--- config.mk ---
export PLATFORM = sky130hd
export DESIGN_NAME = wb_port_arbiter
export DESIGN_NICKNAME = d
export VERILOG_FILES = /design/src/rtl/wb_port_arbiter_pkg.sv /design/src/rtl/rr_arb_onehot.sv /design/src/rtl/wb_port_arbiter.sv
export SDC_FILE = /design/constraint.sdc
export NUM_CORES = 1
export LEC_CHECK = 0
export CORE_AREA = 2 2 311 313
export CTS_CLUSTER_SIZE = 12
export DETAILED_ROUTE_END_ITERATION = 12
export DIE_AREA = 0 0 313 315
export PLACE_DENSITY = 0.3
export SYNTH_ARGS = -nofsm -noshare
export SYNTH_HDL_FRONTEND = slang
export SYNTH_SLANG_ARGS = --single-unit
--- constraint.sdc ---
create_clock -name clk_i -period 4.5 [get_ports clk_i]
set_input_delay 0.9 -clock clk_i [delete_from_list [all_inputs] [get_ports clk_i]]
set_output_delay 0.9 -clock clk_i [all_outputs]
set_load 0.05 [all_outputs]
--- src/rtl/wb_port_arbiter_pkg.sv ---
// wb_port_arbiter_pkg
//   Shared types and constants for the writeback-port arbiter slice:
//   exception payload, per-port writeback bundle, port/id sizing and a
//   helper for index widths.
package wb_port_arbiter_pkg;

  localparam int unsigned NR_WB_PORTS   = 3;
  localparam int unsigned TRANS_ID_BITS = 2;
  localparam int unsigned XLEN          = 64;

  localparam logic [XLEN-1:0] ILLEGAL_INSTR = 64'h2;

  typedef struct packed {
    logic [XLEN-1:0] cause;
    logic [XLEN-1:0] tval;
    logic            valid;
  } exception_t;

  // One functional unit's writeback payload.
  typedef struct packed {
    logic [TRANS_ID_BITS-1:0] trans_id;
    logic [XLEN-1:0]          data;
    exception_t               ex;
  } wb_req_t;

  // Width needed to index n items (at least one bit).
  function automatic int unsigned idx_width(input int unsigned n);
    return (n > 1) ? $clog2(n) : 1;
  endfunction

endpackage

--- src/rtl/rr_arb_onehot.sv ---
// rr_arb_onehot
//   Purely combinational masked round-robin picker. Searches req starting
//   at position ptr and wrapping modulo N; the first set bit wins.
//   Ports:
//     req  in  N    request vector
//     ptr  in  IW   search start position (0..N-1)
//     gnt  out N    one-hot grant (zero when no request)
//     idx  out IW   index of the granted bit (0 when no request)
//     any  out 1    at least one request present
module rr_arb_onehot
  import wb_port_arbiter_pkg::*;
#(
  parameter int unsigned N = NR_WB_PORTS
) (
  input  logic [N-1:0]            req,
  input  logic [idx_width(N)-1:0] ptr,
  output logic [N-1:0]            gnt,
  output logic [idx_width(N)-1:0] idx,
  output logic                    any
);

  localparam int unsigned IW = idx_width(N);

  logic [N-1:0] mask;
  logic [N-1:0] masked;
  logic [N-1:0] src;

  // Requests at or above ptr take precedence; if none, fall back to the
  // unmasked vector, which realises the wrap-around.
  always_comb begin
    mask   = '0;
    masked = '0;
    src    = '0;
    idx    = '0;
    any    = |req;
    for (int i = 0; i < int'(N); i++) begin
      mask[i] = (i >= int'(ptr));
    end
    masked = req & mask;
    src    = (|masked) ? masked : req;
    // Descending scan so the lowest set bit is the last assignment.
    for (int i = int'(N) - 1; i >= 0; i--) begin
      if (src[i]) begin
        idx = IW'(i);
      end
    end
    gnt = any ? (N'(1) << idx) : '0;
  end

endmodule

--- src/rtl/wb_port_arbiter.sv ---
// wb_port_arbiter
//   Shares the single scoreboard writeback port between NR_PORTS
//   functional-unit result streams. Round-robin arbitration into a
//   one-entry registered output slot with valid/ready on both sides.
//   flush_i drops the buffered result and swallows all requests.
//   Optional: define WB_ARB_EX_PRIO_EN to let requests carrying an
//   exception win over plain requests (round-robin within each class).
//   Ports:
//     clk_i          in   clock, rising edge
//     rst_i          in   synchronous active-high reset
//     flush_i        in   discard slot, accept-and-drop all requests
//     wb_valid_i     in   per-port result valid
//     wb_trans_id_i  in   per-port scoreboard id
//     wb_data_i      in   per-port result
//     wb_ex_i        in   per-port exception
//     wb_ready_o     out  per-port accept (combinational)
//     sb_valid_o     out  output result valid
//     sb_trans_id_o  out  output id
//     sb_data_o      out  output result
//     sb_ex_o        out  output exception
//     sb_ready_i     in   scoreboard accepts output
module wb_port_arbiter
  import wb_port_arbiter_pkg::*;
#(
  parameter int unsigned NR_PORTS = NR_WB_PORTS,
  parameter int unsigned ID_W     = TRANS_ID_BITS
) (
  input  logic                               clk_i,
  input  logic                               rst_i,
  input  logic                               flush_i,
  input  logic [NR_PORTS-1:0]                wb_valid_i,
  input  logic [NR_PORTS-1:0][ID_W-1:0]      wb_trans_id_i,
  input  logic [NR_PORTS-1:0][XLEN-1:0]      wb_data_i,
  input  exception_t [NR_PORTS-1:0]          wb_ex_i,
  output logic [NR_PORTS-1:0]                wb_ready_o,
  output logic                               sb_valid_o,
  output logic [ID_W-1:0]                    sb_trans_id_o,
  output logic [XLEN-1:0]                    sb_data_o,
  output exception_t                         sb_ex_o,
  input  logic                               sb_ready_i
);

  localparam int unsigned IW = idx_width(NR_PORTS);

  // Output slot and round-robin pointer
  logic             valid_q;
  logic [ID_W-1:0]  trans_id_q;
  logic [XLEN-1:0]  data_q;
  exception_t       ex_q;
  logic [IW-1:0]    rr_q;

  logic                slot_free_c;
  logic [NR_PORTS-1:0] all_gnt_c;
  logic [IW-1:0]       all_idx_c;
  logic                all_any_c;
  logic [NR_PORTS-1:0] win_gnt_c;
  logic [IW-1:0]       win_idx_c;
  logic                win_any_c;
  logic [IW-1:0]       rr_next_c;

  // Slot can accept when empty or being drained this cycle.
  assign slot_free_c = !valid_q || sb_ready_i;

  // Plain round-robin over all requesters.
  rr_arb_onehot #(
    .N (NR_PORTS)
  ) u_rr_all (
    .req (wb_valid_i),
    .ptr (rr_q),
    .gnt (all_gnt_c),
    .idx (all_idx_c),
    .any (all_any_c)
  );

`ifdef WB_ARB_EX_PRIO_EN
  logic [NR_PORTS-1:0] ex_req_c;
  logic [NR_PORTS-1:0] ex_gnt_c;
  logic [IW-1:0]       ex_idx_c;
  logic                ex_any_c;

  // Requests carrying an exception form the high-priority class.
  always_comb begin
    ex_req_c = '0;
    for (int k = 0; k < int'(NR_PORTS); k++) begin
      ex_req_c[k] = wb_valid_i[k] && wb_ex_i[k].valid;
    end
  end

  rr_arb_onehot #(
    .N (NR_PORTS)
  ) u_rr_ex (
    .req (ex_req_c),
    .ptr (rr_q),
    .gnt (ex_gnt_c),
    .idx (ex_idx_c),
    .any (ex_any_c)
  );

  assign win_gnt_c = ex_any_c ? ex_gnt_c : all_gnt_c;
  assign win_idx_c = ex_any_c ? ex_idx_c : all_idx_c;
  assign win_any_c = all_any_c;
`else
  assign win_gnt_c = all_gnt_c;
  assign win_idx_c = all_idx_c;
  assign win_any_c = all_any_c;
`endif

  // Pointer moves to the port after the winner, wrapping to 0.
  assign rr_next_c = (win_idx_c == IW'(NR_PORTS - 1)) ? '0 : win_idx_c + IW'(1);

  // Accept: nothing in reset, everything on flush, else the winner when
  // the slot can take it.
  always_comb begin
    wb_ready_o = '0;
    if (rst_i) begin
      wb_ready_o = '0;
    end else if (flush_i) begin
      wb_ready_o = '1;
    end else if (slot_free_c) begin
      wb_ready_o = win_gnt_c;
    end
  end

  // Slot and pointer update.
  always_ff @(posedge clk_i) begin
    if (rst_i) begin
      valid_q    <= 1'b0;
      trans_id_q <= '0;
      data_q     <= '0;
      ex_q       <= '0;
      rr_q       <= '0;
    end else if (flush_i) begin
      valid_q <= 1'b0;
    end else if (slot_free_c) begin
      valid_q <= win_any_c;
      if (win_any_c) begin
        trans_id_q <= wb_trans_id_i[win_idx_c];
        data_q     <= wb_data_i[win_idx_c];
        ex_q       <= wb_ex_i[win_idx_c];
        rr_q       <= rr_next_c;
      end
    end
  end

  assign sb_valid_o    = valid_q;
  assign sb_trans_id_o = trans_id_q;
  assign sb_data_o     = data_q;
  assign sb_ex_o       = ex_q;

endmodule

==> results of run 1 <==
==> kinds of logic after synthesis <==
kind of cell	count (synthesis)	share of synthesized area [%]
AO/OA/AOI/OAI	398	27.6
multiplexers	198	21.9
flip-flops	198	43.8
buffers and inverters	87	5.41
AND/OR/NAND/NOR	20	1.23
==> cell type report <==
class / count / share of cell area (%)
Timing Repair Buffer: 822 / 43.3
Multi-Input combinational cell: 616 / 24.1
Sequential cell: 198 / 20.7
Tap cell: 1276 / 8.35
Clock buffer: 22 / 2.53
Clock inverter: 10 / 0.877
Antenna cell: 5 / 0.0655
Inverter: 1 / 0.0196
==> flip-flops by register name, indices dropped and copies added, names as in the netlist <==
name and flops:
rr_q 2, sb_ex_o 129, sb_trans_id_o 2, sb_valid_o 1, sb_data_o 64
==> Yosys cell counts, drive strengths merged, types with 2 or more instances <==
library cell	n	share of area (%)
buf	48	3.8
mux2i	198	22
nor2b	2	0.14
a22oi	195	16
a21oi	2	0.11
clkbuf	38	1.6
o21ai	196	11
nor3	3	0.28
dfxtp	198	44
nand2	2	0.083
nor2	8	0.36
==> metal layers <==
layer / vias up / wire (um) / part of all wire [%]
li1: 4968 / - / -
met5: - / 13 / 0.021
met3: 35 / 4620 / 7.5
met2: 405 / 32000 / 52
met4: 2 / 939 / 1.5
met1: 4931 / 23600 / 39
==> power by group through the flow <==
| stage | clock [mW] | combinational [mW] | sequential [mW] |
|---|---|---|---|
| after global routing | 2.01 | 2.12 | 2.03 |
| final | 1.86 | 2.01 | 2.01 |
| after global placement | 0 | 2.04 | 2.04 |
| after detailed placement | 0 | 2.04 | 2.04 |
| after CTS | 1.98 | 2.04 | 2.01 |
| after floorplan | 0 | 0.412 | 2.59 |
==> per-stage QoR <==
stage | power, mW | setup slack, ps
2_1_floorplan | 3.00 | 1590
3_3_place_gp | 4.08 | 632
3_5_place_dp | 4.08 | 698
4_1_cts | 6.03 | 689
5_1_grt | 6.16 | 594
6_report | 5.87 | 706
==> final timing paths <==
path,from,endpoint,slack (ps),cells after the start
hold reg to reg,sb_data_o[26],sb_data_o[26],480,2
setup / recovery,wb_valid_i[2],wb_ready_o[0],710,7
hold / removal,sb_data_o[26],sb_data_o[26],480,2
setup reg to reg,sb_valid_o,sb_ex_o[14],2290,6
==> worst max-delay path: stages <==
cell and delay (ps):
clkdlybuf4s50_1 500, nor2b_1 180, mux2i_1 150, o2bb2ai_1 150, a21oi_1 90, nor2_1 90
clkdlybuf4s50_1 820
==> results.md, run 1 <==
* Status: completed
* Setup TNS at 0 ps
* Initial antenna violation count at 4
* Worst-Margin Slew at roughly 640 ps
* Int Pwr at 3.84 mW
* Mapped Avg Cell Area at around 10 um2
* RSZ-0062 raised after global routing: no
* Reg clk slew, reported paths at around 80 ps
* Routed Antenna Nets at 0
* Final Non-Filler Cells at 2950
* Hold crit path type: flop to flop
* Maximum operating frequency at around 0.26 GHz
* TritonCTS buffer count at 17
* Clk buf depth at 2
* Detailed placement HPWL at approximately 47 mm
* Hold_ws at ~480 ps
* Initial Utilization at around a tenth
* WL/cell at approximately 21 um
* # clock sinks at between 150 and 200
* CTS tree: yes
* DRT iter0 DRCs at 331
* IO buf count at between 700 and 800
* Setup Viol. Count Final at 0
* Post-synthesis sequential area ratio at a little over two fifths
* Most common cell after layout, fill and taps aside: clkdlybuf4s50_1
* FF/Latch Area at slightly below 4000 um2
* Layout Skew at approximately 14 ps
* Final Cell Area at around 19000 um2
* Nets@finish at around 2200
* Post-Route WL at around 61 mm
* Post-layout minimum cycle time at between 3000 and 4000 ps
* # hold bufs at CTS at 0
* Row count at roughly 110
* PwrDens at roughly 300 nW/um2
* Final Wtd Congestion at a little over 0.8
* Kind of end point of the critical path: primary output
* Met3 usage at under 10%
* Synthesis-stage register bit count at a little under 200
* Die W at around 310 um
* Clock power share at about a third
* Yosys warnings at 0
* Commonest cells after routing, fill and taps aside: clkdlybuf4s50_1 (789), mux2i_1 (198), dfxtp_1 (198), a22oi_1 (195), o21ai_1 (151)
* Clock Latency Late Sink at 510 ps
* # Post-CTS Setup Buffers at 0
* Rel. slew slack at between 50% and 60%
* Post-Place Cells at 2913
* Share of layout cells above drive strength 1 at 4.13%
* Final hold vios at 0
* Worst-case vdd ir drop at approximately 0.24 mV
* EDFF count, synth at 0
* Area Overhead vs Synth at 111%
* Max Cap Viol at 0
* Post-CTS sizing at 0
* Classification of the worst setup path: primary input to primary output
* Combinational fraction of design power at 34.2%
* Ys flop type: dfxtp_1
* Sw Ratio at between 30% and 40%
* Pleak at about 7.3 nW
* Worst endpoint required time at 3600 ps
* Vias in the first global route at 10800
* Boundary Pins at between 700 and 800
* Residual DRC count at 0
* CTS root buf: clkbuf_16
* Total global-route track usage at about an eighth
* Worst Setup Start Kind: primary input
* Met2 Use GR at around a fifth
* Core Area at roughly 96000 um2
* Crit-path max FO at 6
* Seq pwr share at about a third
* GR Layer Usage met1 at 13.4%
* Syn Inst Count at around 900
* Ys async rst share at 0%
* Synthesized area at 9040 um2
* First-pass GRT wire length at 83.6 mm
* Synth cell types at 28
* Via density at 3.51
* Area occupied by multi-input gates at ~4600 um2
* Core Util, Final at between 10% and 20%
* Die area at 98600 um2
* Die Y at approximately 320 um
* Post-DP Area at approximately 18000 um2
* Max Slew Vio Count at 0
* GRT busiest layer: met2
* Final worst-path cycle share at around 84%
* Vias at ~10000
* Fillers at 10500
* Largest net degree at the start of global routing at 92
* CP arrival at 2890 ps
* P_sw at 2.04 mW
* Drt first pass iters at 4
* Mapped Nets at around 1500
* Gr ovfl total at 0
* CTS H-tree depth at 4
Power figures use the tool's default switching activity.
==> inputs of run 2 (changes only) <==
Settings changed: CORE_AREA 2 2 311 313 to 2 2 307 309, DIE_AREA 0 0 313 315 to 0 0 309 311, PLACE_DENSITY 0.3 to 0.31.
Clock period 4.5 ns to 3.8 ns, I/O delays scaled along.
==> results.md, run 2 (synthesized netlist as in run 1, its figures left out) <==
* Most common cell after layout, fill and taps aside: clkdlybuf4s50_1 (unchanged)
* Clock Latency Late Sink at 510 ps (about the same)
* Reg clk slew, reported paths at 70 ps (was 80 ps)
* Commonest cells after routing, fill and taps aside: clkdlybuf4s50_1 (787), mux2i_1 (198), dfxtp_1 (198), a22oi_1 (195), o21ai_1 (151) (was clkdlybuf4s50_1 (789), mux2i_1 (198), dfxtp_1 (198), a22oi_1 (195), o21ai_1 (151))
* Hold crit path type: flop to flop (unchanged)
* Setup TNS at 0 ps (unchanged)
* Initial Utilization at 9.74% (was 9.45%)
* Worst r2r path cells at 6 (unchanged)
* Clk buf depth at 2 (unchanged)
* Nets@finish at 2245 (was 2248)
* First-pass GRT wire length at 83.9 mm (was 83.6 mm)
* Classification of the worst setup path: primary input to primary output (unchanged)
* TritonCTS buffer count at 17 (unchanged)
* Vias at 10200 (was 10300)
* Setup Viol. Count Final at 0 (unchanged)
* Status: completed (unchanged)
* CTS tree: yes (unchanged)
* R2R Setup Slk at 1690 ps (was 2290 ps)
* Pleak at 7.20 nW (was 7.26 nW)
* Max FFs per register at 129 (unchanged)
* Initial antenna violation count at 6 (was 4)
* Worst endpoint required time at 3040 ps (was 3600 ps)
* Fillers at 10300 (was 10500)
* Worst Setup Start Kind: primary input (unchanged)
* Layout Skew at 14.9 ps (was 14.0 ps)
* Max Cap Viol at 0 (unchanged)
* Die W at 309 um (was 313 um)
* R2r endpoint: sb_data_o[10] (was sb_ex_o[14])
* Via density at 3.50 (was 3.51)
* CTS root buf: clkbuf_16 (unchanged)
* PwrDens at 354 nW/um2 (was 307 nW/um2)
* Vias in the first global route at 11000 (was 10800)
* Crit-path max FO at 5 (was 6)
* IO buf count at 790 (unchanged)
* Die Y at 311 um (was 315 um)
* Final hold vios at 0 (unchanged)
* Largest net degree at the start of global routing at 103 (was 92)
* Total global-route track usage at 12.3% (was 12.0%)
* WL/cell at 20.8 um (was 20.7 um)
* Hold Crit Depth at 2 (unchanged)
* RSZ-0062 raised after global routing: no (unchanged)
* Max Slew Vio Count at 0 (unchanged)
* Final Wtd Congestion at 0.809 (was 0.818)
* Worst-Margin Slew at 754 ps (was 637 ps)
* # clock sinks at 198 (unchanged)
* Post-Route WL at 60.8 mm (was 61.2 mm)
* CP arrival at 2440 ps (was 2890 ps)
* Worst-case vdd ir drop at 0.304 mV (was 0.236 mV)
* Post-CTS sizing at 0 (unchanged)
* Detailed placement HPWL at 47.4 mm (about the same)
* # Post-CTS Setup Buffers at 0 (unchanged)
* Area Overhead vs Synth at 110% (was 111%)
* DRT iter0 DRCs at 352 (was 331)
* # hold bufs at CTS at 0 (unchanged)
* Post-layout minimum cycle time at about 3200 ps
* Die area at 96100 um2 (was 98600 um2)
* RR Startpoint: rr_q[0] (was sb_valid_o)
* Gr ovfl total at 0 (unchanged)
* Rel. slew slack at 49.7% (was 57.5%)
* FF/Latch Area at 3960 um2 (unchanged)
* Hold endpoint: sb_ex_o[127] (was sb_data_o[26])
* Core Area at 92800 um2 (was 95700 um2)
* Routed Antenna Nets at 0 (unchanged)
* Boundary Pins at 791 (unchanged)
* Maximum operating frequency at 0.313 GHz
* Drt first pass iters at 4 (unchanged)
* Residual DRC count at 0 (unchanged)
* Min-delay src: sb_ex_o[127] (was sb_data_o[26])
* Row count at 112 (was 114)
* Final worst-path cycle share at roughly 84%
* Area occupied by multi-input gates at 4600 um2 (unchanged)
* CTS H-tree depth at 4 (unchanged)
* Kind of end point of the critical path: primary output (unchanged)
* Share of layout cells above drive strength 1 at 4.02% (was 4.13%)
* Core Util, Final at 20.5% (was 20.0%)
-- run 2: cell types whose count changed in the layout (fill, tap and decap cells not counted), sizes merged --
cell and delta:
bufinv -3, clkinv -1, inv +1, clkbuf -1, clkdlybuf4s50 -2, diode +1
buf -1, clkinvlp +3
-- run 2: per-layer routing --
layer  vias to the layer above  GRT usage, %  part of all wire [%]  wire length, um
met5                         -             0                     0                0
met4                         0          3.75                   1.5              935
met3                        36          3.74                   6.3             3840
met2                       363          22.2                    52            31900
met1                      4860          13.8                    40            24100
li1                       4966             -                     -                -
-- run 2: how the worst max path moves through the flow --
stage / start / cells past startpoint / to / slack [ps]
floorplan: wb_valid_i[2] / 5 / wb_ready_o[1] / 1170
global placement: wb_valid_i[1] / 6 / wb_ready_o[1] / 590
detailed placement: wb_valid_i[1] / 6 / wb_ready_o[1] / 620
CTS: wb_valid_i[1] / 6 / wb_ready_o[1] / 600
global route: wb_valid_i[1] / 6 / wb_ready_o[1] / 490
finish: wb_valid_i[1] / 6 / wb_ready_o[1] / 600
-- run 2: layout make-up --
cell class / instances / area share, %
well taps: 1254 / 8.26
flip-flops and latches: 198 / 20.9
inverters: 1 / 0.0198
clock buffers: 21 / 2.48
multi-input cells: 616 / 24.2
diodes: 6 / 0.0790
clock inverters: 10 / 0.507
repair buffers: 819 / 43.6
-- run 2: power by group --
group,leakage (nW),internal [mW],switching [mW]
Clock,0.268,0.956,1.01
Combinational,5.31,1.10,1.28
Sequential,1.63,2.27,0.111
Total,7.20,4.32,2.40
-- run 2: per-stage QoR --
step           total power [mW]  hold WS (ps)  std cells  area (um2)  setup slack (ps)
2_1_floorplan              3.55           519        901        9040              1170
3_3_place_gp               4.84           463       2888       18400               586
3_5_place_dp               4.83           468       2888       18400               616
6_report                   6.73           484       2925       19000               605
5_1_grt                    7.08           514       2925       19000               486
4_1_cts                    6.90           491       2919       19000               596
-- run 2: worst max-delay path, stage by stage --
cell and delay (ps):
clkdlybuf4s50_1 560, a21boi_0 430, and2_1 230, a21oi_1 90, nor2_1 190, buf_12 170
==> inputs of run 3 (changes only) <==
Settings changed: CORE_AREA 2 2 307 309 to 2 2 304 306, DIE_AREA 0 0 309 311 to 0 0 306 308, PLACE_DENSITY 0.31 to 0.32.
Clock period 3.8 ns to 2.75 ns, I/O delays scaled along.
==> results.md, run 3 (synthesized netlist as in run 1, its figures left out) <==
* Status: completed (unchanged)
* CTS root buf: clkbuf_16 (unchanged)
* Hold crit path type: flop to flop (unchanged)
* Post-layout minimum cycle time at between 2000 and 3000 ps
* Row count at 111 (was 112)
* Initial Utilization at 9.94% (was 9.74%)
* Final worst-path cycle share at about 93%
* Max Cap Viol at 0 (unchanged)
* Post-DP Area at 19000 um2 (was 18400 um2)
* Boundary Pins at 791 (unchanged)
* CTS H-tree depth at 4 (unchanged)
* Layout Skew at 12.0 ps (was 14.9 ps)
* Total global-route track usage at 12.0% (was 12.3%)
* Most common cell after layout, fill and taps aside: clkdlybuf4s50_1 (unchanged)
* # clock sinks at 198 (unchanged)
* Max FFs per register at 129 (unchanged)
* Crit-path max FO at 5 (unchanged)
* Vias at 10600 (was 10200)
* Initial antenna violation count at 8 (was 6)
* Core Util, Final at 21.5% (was 20.5%)
* Post-Route WL at 58.2 mm (was 60.8 mm)
* Maximum operating frequency at 0.390 GHz
* Worst Setup Start Kind: primary input (unchanged)
* Clk buf depth at 2 (unchanged)
* PwrDens at 486 nW/um2 (was 354 nW/um2)
* Reg clk slew, reported paths at 80 ps (was 70 ps)
* Area Overhead vs Synth at 116% (was 110%)
* Final Non-Filler Cells at 2919 (was 2925)
* Routed Antenna Nets at 0 (unchanged)
* Gr ovfl total at 0 (unchanged)
* Rel. slew slack at 57.6% (was 49.7%)
* Commonest cells after routing, fill and taps aside: clkdlybuf4s50_1 (787), mux2i_1 (198), dfxtp_1 (198), a22oi_1 (195), o21ai_1 (151) (unchanged)
* Core Area at 91000 um2 (was 92800 um2)
* Die area at 94200 um2 (was 96100 um2)
* RSZ-0062 raised after global routing: no (unchanged)
* Die W at 306 um (was 309 um)
* Vias in the first global route at 11300 (was 11000)
* Drt first pass iters at 4 (unchanged)
* IO buf count at 790 (unchanged)
* Worst endpoint required time at 2200 ps (was 3040 ps)
* Final hold vios at 0 (unchanged)
* Via density at 3.61 (was 3.50)
* Worst-case vdd ir drop at 0.478 mV (was 0.304 mV)
* Post-Place Cells at 2879 (was 2888)
* Hold_ws at 487 ps (was 484 ps)
* Final Wtd Congestion at 0.808 (was 0.809)
* DRT iter0 DRCs at 429 (was 352)
* Residual DRC count at 0 (unchanged)
* Setup Viol. Count Final at 0 (unchanged)
* Classification of the worst setup path: primary input to primary output (unchanged)
* Kind of end point of the critical path: primary output (unchanged)
* Setup TNS at 0 ps (unchanged)
* CTS tree: yes (unchanged)
* Clock Latency Late Sink at 520 ps (was 510 ps)
* WL/cell at 20.0 um (was 20.8 um)
* Final Cell Area at 19600 um2 (was 19000 um2)
* Die Y at 308 um (was 311 um)
* # Post-CTS Setup Buffers at 0 (unchanged)
* Share of layout cells above drive strength 1 at 7.48% (was 4.02%)
* Max Slew Vio Count at 0 (unchanged)
* Worst-Margin Slew at 634 ps (was 754 ps)
* TritonCTS buffer count at 17 (unchanged)
* First-pass GRT wire length at 80.8 mm (was 83.9 mm)
* Pleak at 7.56 nW (was 7.20 nW)
* # hold bufs at CTS at 0 (unchanged)
* Detailed placement HPWL at 47.4 mm (about the same)
* Largest net degree at the start of global routing at 42 (was 103)
* CP arrival at 2010 ps (was 2440 ps)
* Nets@finish at 2304 (was 2245)
[run 3: area by class of cell]
cell class,count,area [um2]
Inverter,1,3.75
Multi-Input combinational cell,616,4610
Clock inverter,15,169
Sequential cell,198,3960
Timing Repair Buffer,878,8900
Tap cell,1186,1480
Fill cell,9914,71400
Antenna cell,8,20.0
Clock buffer,17,425
[run 3: worst max-delay path, cell delays in order]
cell             delay, ps
clkdlybuf4s50_1        570
a21boi_1               240
and2_1                 180
a21oi_1                100
nor2_2                 200
buf_12                 170
[run 3: metrics by stage]
step                      total power, mW  worst slack, ps
final                                9.50              189
after global routing                 9.99             63.8
after CTS                            9.74             89.7
after detailed placement             6.80            -9.59
after global placement               6.81            -37.7
after floorplan                      4.91              539
[run 3: final timing paths]
path                       from            end  slack (ps)  cells past startpoint
setup / recovery  wb_valid_i[1]  wb_ready_o[1]         190                      6
hold / removal      sb_ex_o[42]    sb_ex_o[42]         490                      2
setup reg to reg     sb_valid_o    sb_ex_o[12]         810                      6
hold reg to reg     sb_ex_o[42]    sb_ex_o[42]         490                      2
[run 3: metal layers]
| metal | part of all wire (%) | GRT usage [%] | routed length, um |
|---|---|---|---|
| met5 | 0.017 | 0 | 10 |
| met4 | 1.6 | 3.80 | 918 |
| met3 | 6.7 | 4.16 | 3910 |
| met1 | 39 | 13.0 | 22700 |
| met2 | 53 | 21.7 | 30700 |
[run 3: power by group]
group / switching, mW / internal [mW]
logic: 1.79 / 1.62
registers: 0.157 / 3.13
clock network: 1.45 / 1.36
total: 3.39 / 6.11
[run 3: timing repair]
action,4_1_cts,5_1_grt
endpoints found under the hold margin,0,0
resized for setup,1,1
setup endpoints to repair,1,1
